--- config.mk ---
export PLATFORM = sky130hd
export DESIGN_NAME = hex_display_ctrl
export DESIGN_NICKNAME = d
export VERILOG_FILES = /design/src/rtl/hex_display_ctrl.sv
export SDC_FILE = /design/constraint.sdc
export NUM_CORES = 1
export LEC_CHECK = 0
export CORE_MARGIN = 3
export CORE_UTILIZATION = 52
export DETAILED_ROUTE_END_ITERATION = 10
export PLACE_DENSITY = 0.85
export SYNTH_ARGS = -nofsm -noshare
export SYNTH_HDL_FRONTEND = slang
export SYNTH_SLANG_ARGS = --single-unit
--- constraint.sdc ---
create_clock -name CLOCK_50 -period 2.1 [get_ports CLOCK_50]
set_input_delay 0.315 -clock CLOCK_50 [delete_from_list [all_inputs] [get_ports CLOCK_50]]
set_output_delay 0.315 -clock CLOCK_50 [all_outputs]
set_load 0.1 [all_outputs]
--- src/rtl/hex_display_ctrl.sv ---
// rtl/hex_display_ctrl.sv - multi-digit 7-segment display controller (hex or decimal)
//
// Purpose:
//   Latches a WIDTH-bit unsigned value on an accepted LOAD strobe. It shows
//   the value on NDIGITS active-low 7-segment displays, in hexadecimal or
//   in decimal. Hex digits are ready on the next cycle. Decimal digits come
//   from a sequential shift-add-3 (double-dabble) converter that runs WIDTH
//   steps. A value that cannot be shown in NDIGITS digits turns every digit
//   into a dash.
//
// Optional build macro:
//   HEX_DISPLAY_LZ_BLANK_EN - blank the leading zero digits. Digit 0 is
//   never blanked.
//
// Parameters:
//   NDIGITS  number of digits driven (1..8)
//   WIDTH    width of VALUE in bits (4..32)
//
// Ports:
//   CLOCK_50  in   system clock, rising edge
//   KEY0      in   asynchronous active-low reset
//   VALUE     in   value to display, sampled on an accepted LOAD
//   LOAD      in   load strobe, accepted only in IDLE
//   DEC_MODE  in   sampled with LOAD: 0 = hex, 1 = decimal
//   BUSY      out  high while a decimal conversion runs
//   DONE      out  one-cycle pulse on the cycle HEX changes
//   HEX       out  segments, active-low, digit i in [7i+6:7i], bits g..a

module hex_display_ctrl #(
  parameter int NDIGITS = 6,
  parameter int WIDTH   = 24
) (
  input  logic                   CLOCK_50,
  input  logic                   KEY0,
  input  logic [WIDTH-1:0]       VALUE,
  input  logic                   LOAD,
  input  logic                   DEC_MODE,
  output logic                   BUSY,
  output logic                   DONE,
  output logic [7*NDIGITS-1:0]   HEX
);

  localparam int BW = 4 * NDIGITS;
  localparam int CW = $clog2(WIDTH + 1);

  function automatic logic [63:0] pow10(input int n);
    logic [63:0] p;
    p = 64'd1;
    for (int k = 0; k < n; k++) p = p * 64'd10;
    return p;
  endfunction

  // Smallest value that needs more than NDIGITS decimal digits. For narrow
  // inputs it exceeds every VALUE, so the comparison can never be true.
  localparam logic [63:0] DEC_LIMIT = pow10(NDIGITS);

  function automatic logic [6:0] glyph(input logic [3:0] d);
    logic [6:0] g;
    case (d)
      4'h0: g = 7'h40;
      4'h1: g = 7'h79;
      4'h2: g = 7'h24;
      4'h3: g = 7'h30;
      4'h4: g = 7'h19;
      4'h5: g = 7'h12;
      4'h6: g = 7'h02;
      4'h7: g = 7'h78;
      4'h8: g = 7'h00;
      4'h9: g = 7'h10;
      4'hA: g = 7'h08;
      4'hB: g = 7'h03;
      4'hC: g = 7'h46;
      4'hD: g = 7'h21;
      4'hE: g = 7'h06;
      default: g = 7'h0E;
    endcase
    return g;
  endfunction

  typedef enum logic [1:0] {
    S_IDLE,
    S_CONV,
    S_EMIT
  } state_t;

  state_t           state;
  logic [WIDTH-1:0] val_q;    // input bits still to be shifted into the BCD register
  logic [BW-1:0]    dig_q;    // one 4-bit code per digit (BCD or raw hex nibble)
  logic             ovf_q;
  logic [CW-1:0]    cnt_q;

  logic [31:0]      val_ext;
  logic             hex_ovf;
  logic             dec_ovf;
  logic [BW-1:0]    dig_adj;
  logic [BW-1:0]    dig_shift;
  logic [7*NDIGITS-1:0] hex_next;

  assign val_ext = 32'(VALUE);

  // Hex overflow: a set bit above the highest nibble shown on the display.
  assign hex_ovf = (val_ext >> BW) != 32'd0;
  assign dec_ovf = 64'(VALUE) >= DEC_LIMIT;

  // Double-dabble step: add 3 to every BCD digit of 5 or more, then shift
  // the next input bit in at the bottom. An overflowing value wraps inside
  // the BCD register. That does no harm because the dash flag takes
  // priority at display time.
  always_comb begin
    dig_adj = dig_q;
    for (int i = 0; i < NDIGITS; i++) begin
      if (dig_q[4*i +: 4] >= 4'd5) dig_adj[4*i +: 4] = dig_q[4*i +: 4] + 4'd3;
    end
  end

  assign dig_shift = {dig_adj[BW-2:0], val_q[WIDTH-1]};

  // Segment image for the EMIT cycle. Digits are scanned from the most
  // significant one downwards, so that leading zeros can be found.
  always_comb begin
`ifdef HEX_DISPLAY_LZ_BLANK_EN
    logic seen_nz;
    seen_nz = 1'b0;
`endif
    hex_next = '1;
    for (int i = NDIGITS - 1; i >= 0; i--) begin
      if (ovf_q) begin
        hex_next[7*i +: 7] = 7'h3F;
`ifdef HEX_DISPLAY_LZ_BLANK_EN
      end else if ((dig_q[4*i +: 4] == 4'd0) && !seen_nz && (i != 0)) begin
        hex_next[7*i +: 7] = 7'h7F;
`endif
      end else begin
        hex_next[7*i +: 7] = glyph(dig_q[4*i +: 4]);
      end
`ifdef HEX_DISPLAY_LZ_BLANK_EN
      if (dig_q[4*i +: 4] != 4'd0) seen_nz = 1'b1;
`endif
    end
  end

  always_ff @(posedge CLOCK_50 or negedge KEY0) begin
    if (!KEY0) begin
      state <= S_IDLE;
      val_q <= '0;
      dig_q <= '0;
      ovf_q <= 1'b0;
      cnt_q <= '0;
      BUSY  <= 1'b0;
      DONE  <= 1'b0;
      HEX   <= '1;
    end else begin
      DONE <= 1'b0;
      case (state)
        S_IDLE: begin
          if (LOAD) begin
            val_q <= VALUE;
            cnt_q <= '0;
            if (DEC_MODE) begin
              dig_q <= '0;
              ovf_q <= dec_ovf;
              BUSY  <= 1'b1;
              state <= S_CONV;
            end else begin
              // Hex nibbles are already digit codes. They go straight into
              // the digit register, so EMIT handles both modes the same way.
              dig_q <= val_ext[BW-1:0];
              ovf_q <= hex_ovf;
              state <= S_EMIT;
            end
          end
        end
        S_CONV: begin
          dig_q <= dig_shift;
          val_q <= {val_q[WIDTH-2:0], 1'b0};
          cnt_q <= cnt_q + CW'(1);
          if (cnt_q == CW'(WIDTH - 1)) begin
            BUSY  <= 1'b0;
            state <= S_EMIT;
          end
        end
        S_EMIT: begin
          HEX   <= hex_next;
          DONE  <= 1'b1;
          state <= S_IDLE;
        end
        default: state <= S_IDLE;
      endcase
    end
  end

endmodule

==> results.txt <==
* Result of the run: completed
* Via count normalized by instance count: 6.19
* Worst Clk Skew: 0.00416 ns
- In this run, synthesis inferred 0 flip-flops with an integrated enable.
* Worst setup slack after layout: 0.150 ns
- Category of the critical setup timing path: reg -> reg
* Area overhead of the layout relative to synthesis: 16.8%
- The die covers 13100 sq um.
* First drt pass iteration count: 5
* Worst slew margin relative to its limit: 55.5%
* Total area of multi-input combinational cells: 3240 sq um
* Final antenna-violating net count: 0
- The count of cells in the finished layout, fillers not included, comes to 862.
* Die Wd: 115 microns
- Buffers added to address setup during post-CTS repair amount to 0.
- Number of top-level pins: 72
* Number of flip-flops and latches in the synthesized netlist: 100
* Worst setup slack before clock tree synthesis: 0.204 ns
* Proportion of synthesized flip-flops having asynchronous set or reset: 100%
* Category of the worst setup path launch point: flop
* Clock latency on the worst-skew pair: 0.35 ns
- Derived from the worst setup path, the maximum achievable clock frequency is 0.513 GHz.
- Hold Path Class: reg -> reg
* Die height: 115 microns
- The share of the Yosys chip area taken by registers is 41.7%.
- At the end of routability-driven placement, the weighted congestion stood at 0.878.
- DRC Markers: 0
- The worst hold path begins at HEX[15].
* Critical path startpoint: dig_q[1]
* Pin count of the biggest net entering global routing: 51
- In the final design database the tool counted 779 nets.
* WL per Instance: 18.1 microns
- Maximum number of buffers from clock root to sink: 2
- In this run the critical register-to-register path is launched from dig_q[1].
- The post-route netlist has 19.7% of its cells at a drive strength greater than 1.
* Root buffer cell: sky130_fd_sc_hd__clkbuf_16
- Final number of hold-violating endpoints: 0
- For this configuration, the core starts out at a cell density of 53.5%.
* Mean post-synth cell area: 9.21 sq um
* Cell count after synthesis: 666
- Walking the worst path, the cells encountered are inv_1 > ha_1 > nand2b_1 > nor4b_1 > a2111oi_0 > a21oi_1.
- Clock-pin slew was measured on the worst setup and hold paths at 0.06 ns.
- Detailed placement ended at an HPWL of 10900 microns.
- During synthesis, Yosys emitted a total of 0 warnings.
- Clock tree synthesis inserted a total of 9 buffers.
- Subtracting the final worst setup slack from the clock period gives 1.95 ns.
* Fraction of met2 tracks used by global routing: 38.4%
- In the finished design, the share of the clock period the worst path needs comes to 92.9%.
* Number of antenna violations at the first check in global routing: 0
* Largest fanout on the critical path: 9
- For the worst setup path, the data required time is 2.31 ns.
- Worst-margin pin slew: 0.665 ns
- After detailed routing, the total wire length is 15600 microns.
- CP Data Arrival Time: 2.16 ns
* CP endpoint kind: flop
* Met1 routing resource usage after global routing: 33.2%
- Counting the fill cells in the layout gives 909.
- The H-tree was split into 3 levels.
- Summing all flip-flop and latch instances after layout gives 2550 sq um.
- The first global-routing pass estimated 25200 microns of wire.
- Number of core rows: 39
- Across all layers, the routed design uses 5334 vias.
- Cell with the largest stage delay on the worst path: sky130_fd_sc_hd__dfrtp_1
- CTS tree: yes
- RSZ-0062 raised after global routing: no
- The core region is 11500 sq um.
- Layer with the highest usage after global routing: met2
* Met3 global-route usage: 3.70%
- Setup violations remaining at the end of the flow were counted as 0.
- Port buffering added 71 buffers.
- Counting tap cells, the placed design contains a total of 845 instances.
* # Max-Cap Violations: 0
- For this block, the initial DRC count from the detailed router was 430.
- Netlist area before placement: 6130 sq um
- In this design, the stage delay of the slowest critical-path cell is 0.51 ns.
- Leftover overflow at the end of global routing: 0
- The number of nets handed over by synthesis was 731.
- On the critical path the largest part of the delay comes from compound AO/OA/AOI/OAI gates.
- The max-slew violation total from the final report was 0.
* Clock tree sinks: 100
- Total routing usage reported by global routing: 23.9%
- Among all flip-flop cells after synthesis, the most frequent one is sky130_fd_sc_hd__dfrtp_1.
- The synthesized netlist contains 52 unique library cells.
* Count of antenna diodes in the layout: 0
- Hold slack final: 0.464 ns
- The via count of the first global-routing pass came to 4938.
* Final setup TNS: 0 ns
- Together, buffers and inverters on the worst path number 1.
[synth_stat cells, types with 12 or more instances]
library cell,n,share of area (%)
sky130_fd_sc_hd__o21ai_0,77,6.3
sky130_fd_sc_hd__a21oi_1,65,5.3
sky130_fd_sc_hd__dfrtp_1,58,24
sky130_fd_sc_hd__dfstp_2,42,18
sky130_fd_sc_hd__nand2_1,41,2.5
sky130_fd_sc_hd__nor2_1,39,2.4
sky130_fd_sc_hd__ha_1,37,7.6
sky130_fd_sc_hd__a22oi_1,35,4.3
sky130_fd_sc_hd__clkbuf_1,30,1.8
sky130_fd_sc_hd__nor2b_1,29,3.0
sky130_fd_sc_hd__inv_1,24,1.5
sky130_fd_sc_hd__buf_2,20,1.6
sky130_fd_sc_hd__mux2i_1,16,2.6
sky130_fd_sc_hd__nand2b_1,12,1.2
[layout make-up]
class	count	share of cell area, %
clock inverters	3	0.227
multi-input cells	484	45.2
inverters	25	1.31
well taps	143	2.50
clock buffers	13	3.93
repair buffers	94	11.1
flip-flops and latches	100	35.7
[worst min-delay path, cell delays in order, from the launching register on]
cell	delay [ns]
sky130_fd_sc_hd__dfstp_2	0.37
sky130_fd_sc_hd__nand2_1	0.05
sky130_fd_sc_hd__nand2_1	0.05
[per-layer routing]
| layer | vias up | wire, microns | share of wire, % |
|---|---|---|---|
| li1 | 2516 | - | - |
| met1 | 2589 | 6980 | 45 |
| met2 | 208 | 7400 | 47 |
| met3 | 21 | 1040 | 6.6 |
| met4 | 0 | 220 | 1.4 |
| met5 | - | 0 | 0 |
[kinds of logic after synthesis]
group | share of synthesized area, %
AOI/OAI and AO/OA | 25.7
xor gates and xnor gates | 0.857
adders and majority gates | 7.55
buffers and inverters | 5.61
DFF | 41.7
muxes | 4.82
and+or+nand+nor | 13.8
[path summary, 6_finish.rpt]
path	slack [ns]	to	depth (start not counted)
min in group asynchronous	0.48	dig_q[19]	2
hold / removal	0.46	HEX[15]	2
hold reg to reg	0.46	HEX[15]	2
setup reg to reg	0.15	dig_q[4]	6
setup / recovery	0.15	dig_q[4]	6
max in group asynchronous	0.97	HEX[10]	3
[what timing repair did]
item,CTS,global route
endpoints found under the setup margin,0,1
hold buffers,1,0
gates resized for setup,0,1
hold endpoints to repair,8,0
[stage by stage]
| stage | util, % | area, sq um |
|---|---|---|
| after floorplan | - | 6130 |
| after global placement | 59.8 | 6850 |
| after detailed placement | 59.8 | 6850 |
| after CTS | 62.5 | 7160 |
| after global routing | 62.5 | 7160 |
| final | 62.5 | 7160 |
[registers in the layout (all words and copies together) (netlist names)]
signal / count
HEX: 42
DONE: 1
val_q: 24
dig_q: 24
BUSY: 1
state: 2
cnt_q: 5
ovf_q: 1
[cell usage in the layout, fill, tap and decap left out, types with 24 or more instances in the layout]
| cell | count |
|---|---|
| sky130_fd_sc_hd__a21oi_1 | 65 |
| sky130_fd_sc_hd__a22oi_1 | 35 |
| sky130_fd_sc_hd__buf_4 | 65 |
| sky130_fd_sc_hd__clkdlybuf4s50_1 | 26 |
| sky130_fd_sc_hd__dfrtp_1 | 58 |
| sky130_fd_sc_hd__dfstp_2 | 42 |
| sky130_fd_sc_hd__ha_1 | 37 |
| sky130_fd_sc_hd__inv_1 | 24 |
| sky130_fd_sc_hd__nand2_1 | 41 |
| sky130_fd_sc_hd__nor2_1 | 39 |
| sky130_fd_sc_hd__nor2b_1 | 28 |
| sky130_fd_sc_hd__o21ai_0 | 77 |
Power is left out: the tool's default activity adds up to more than one toggle a clock period on the data nets, which glitch-free logic cannot reach.
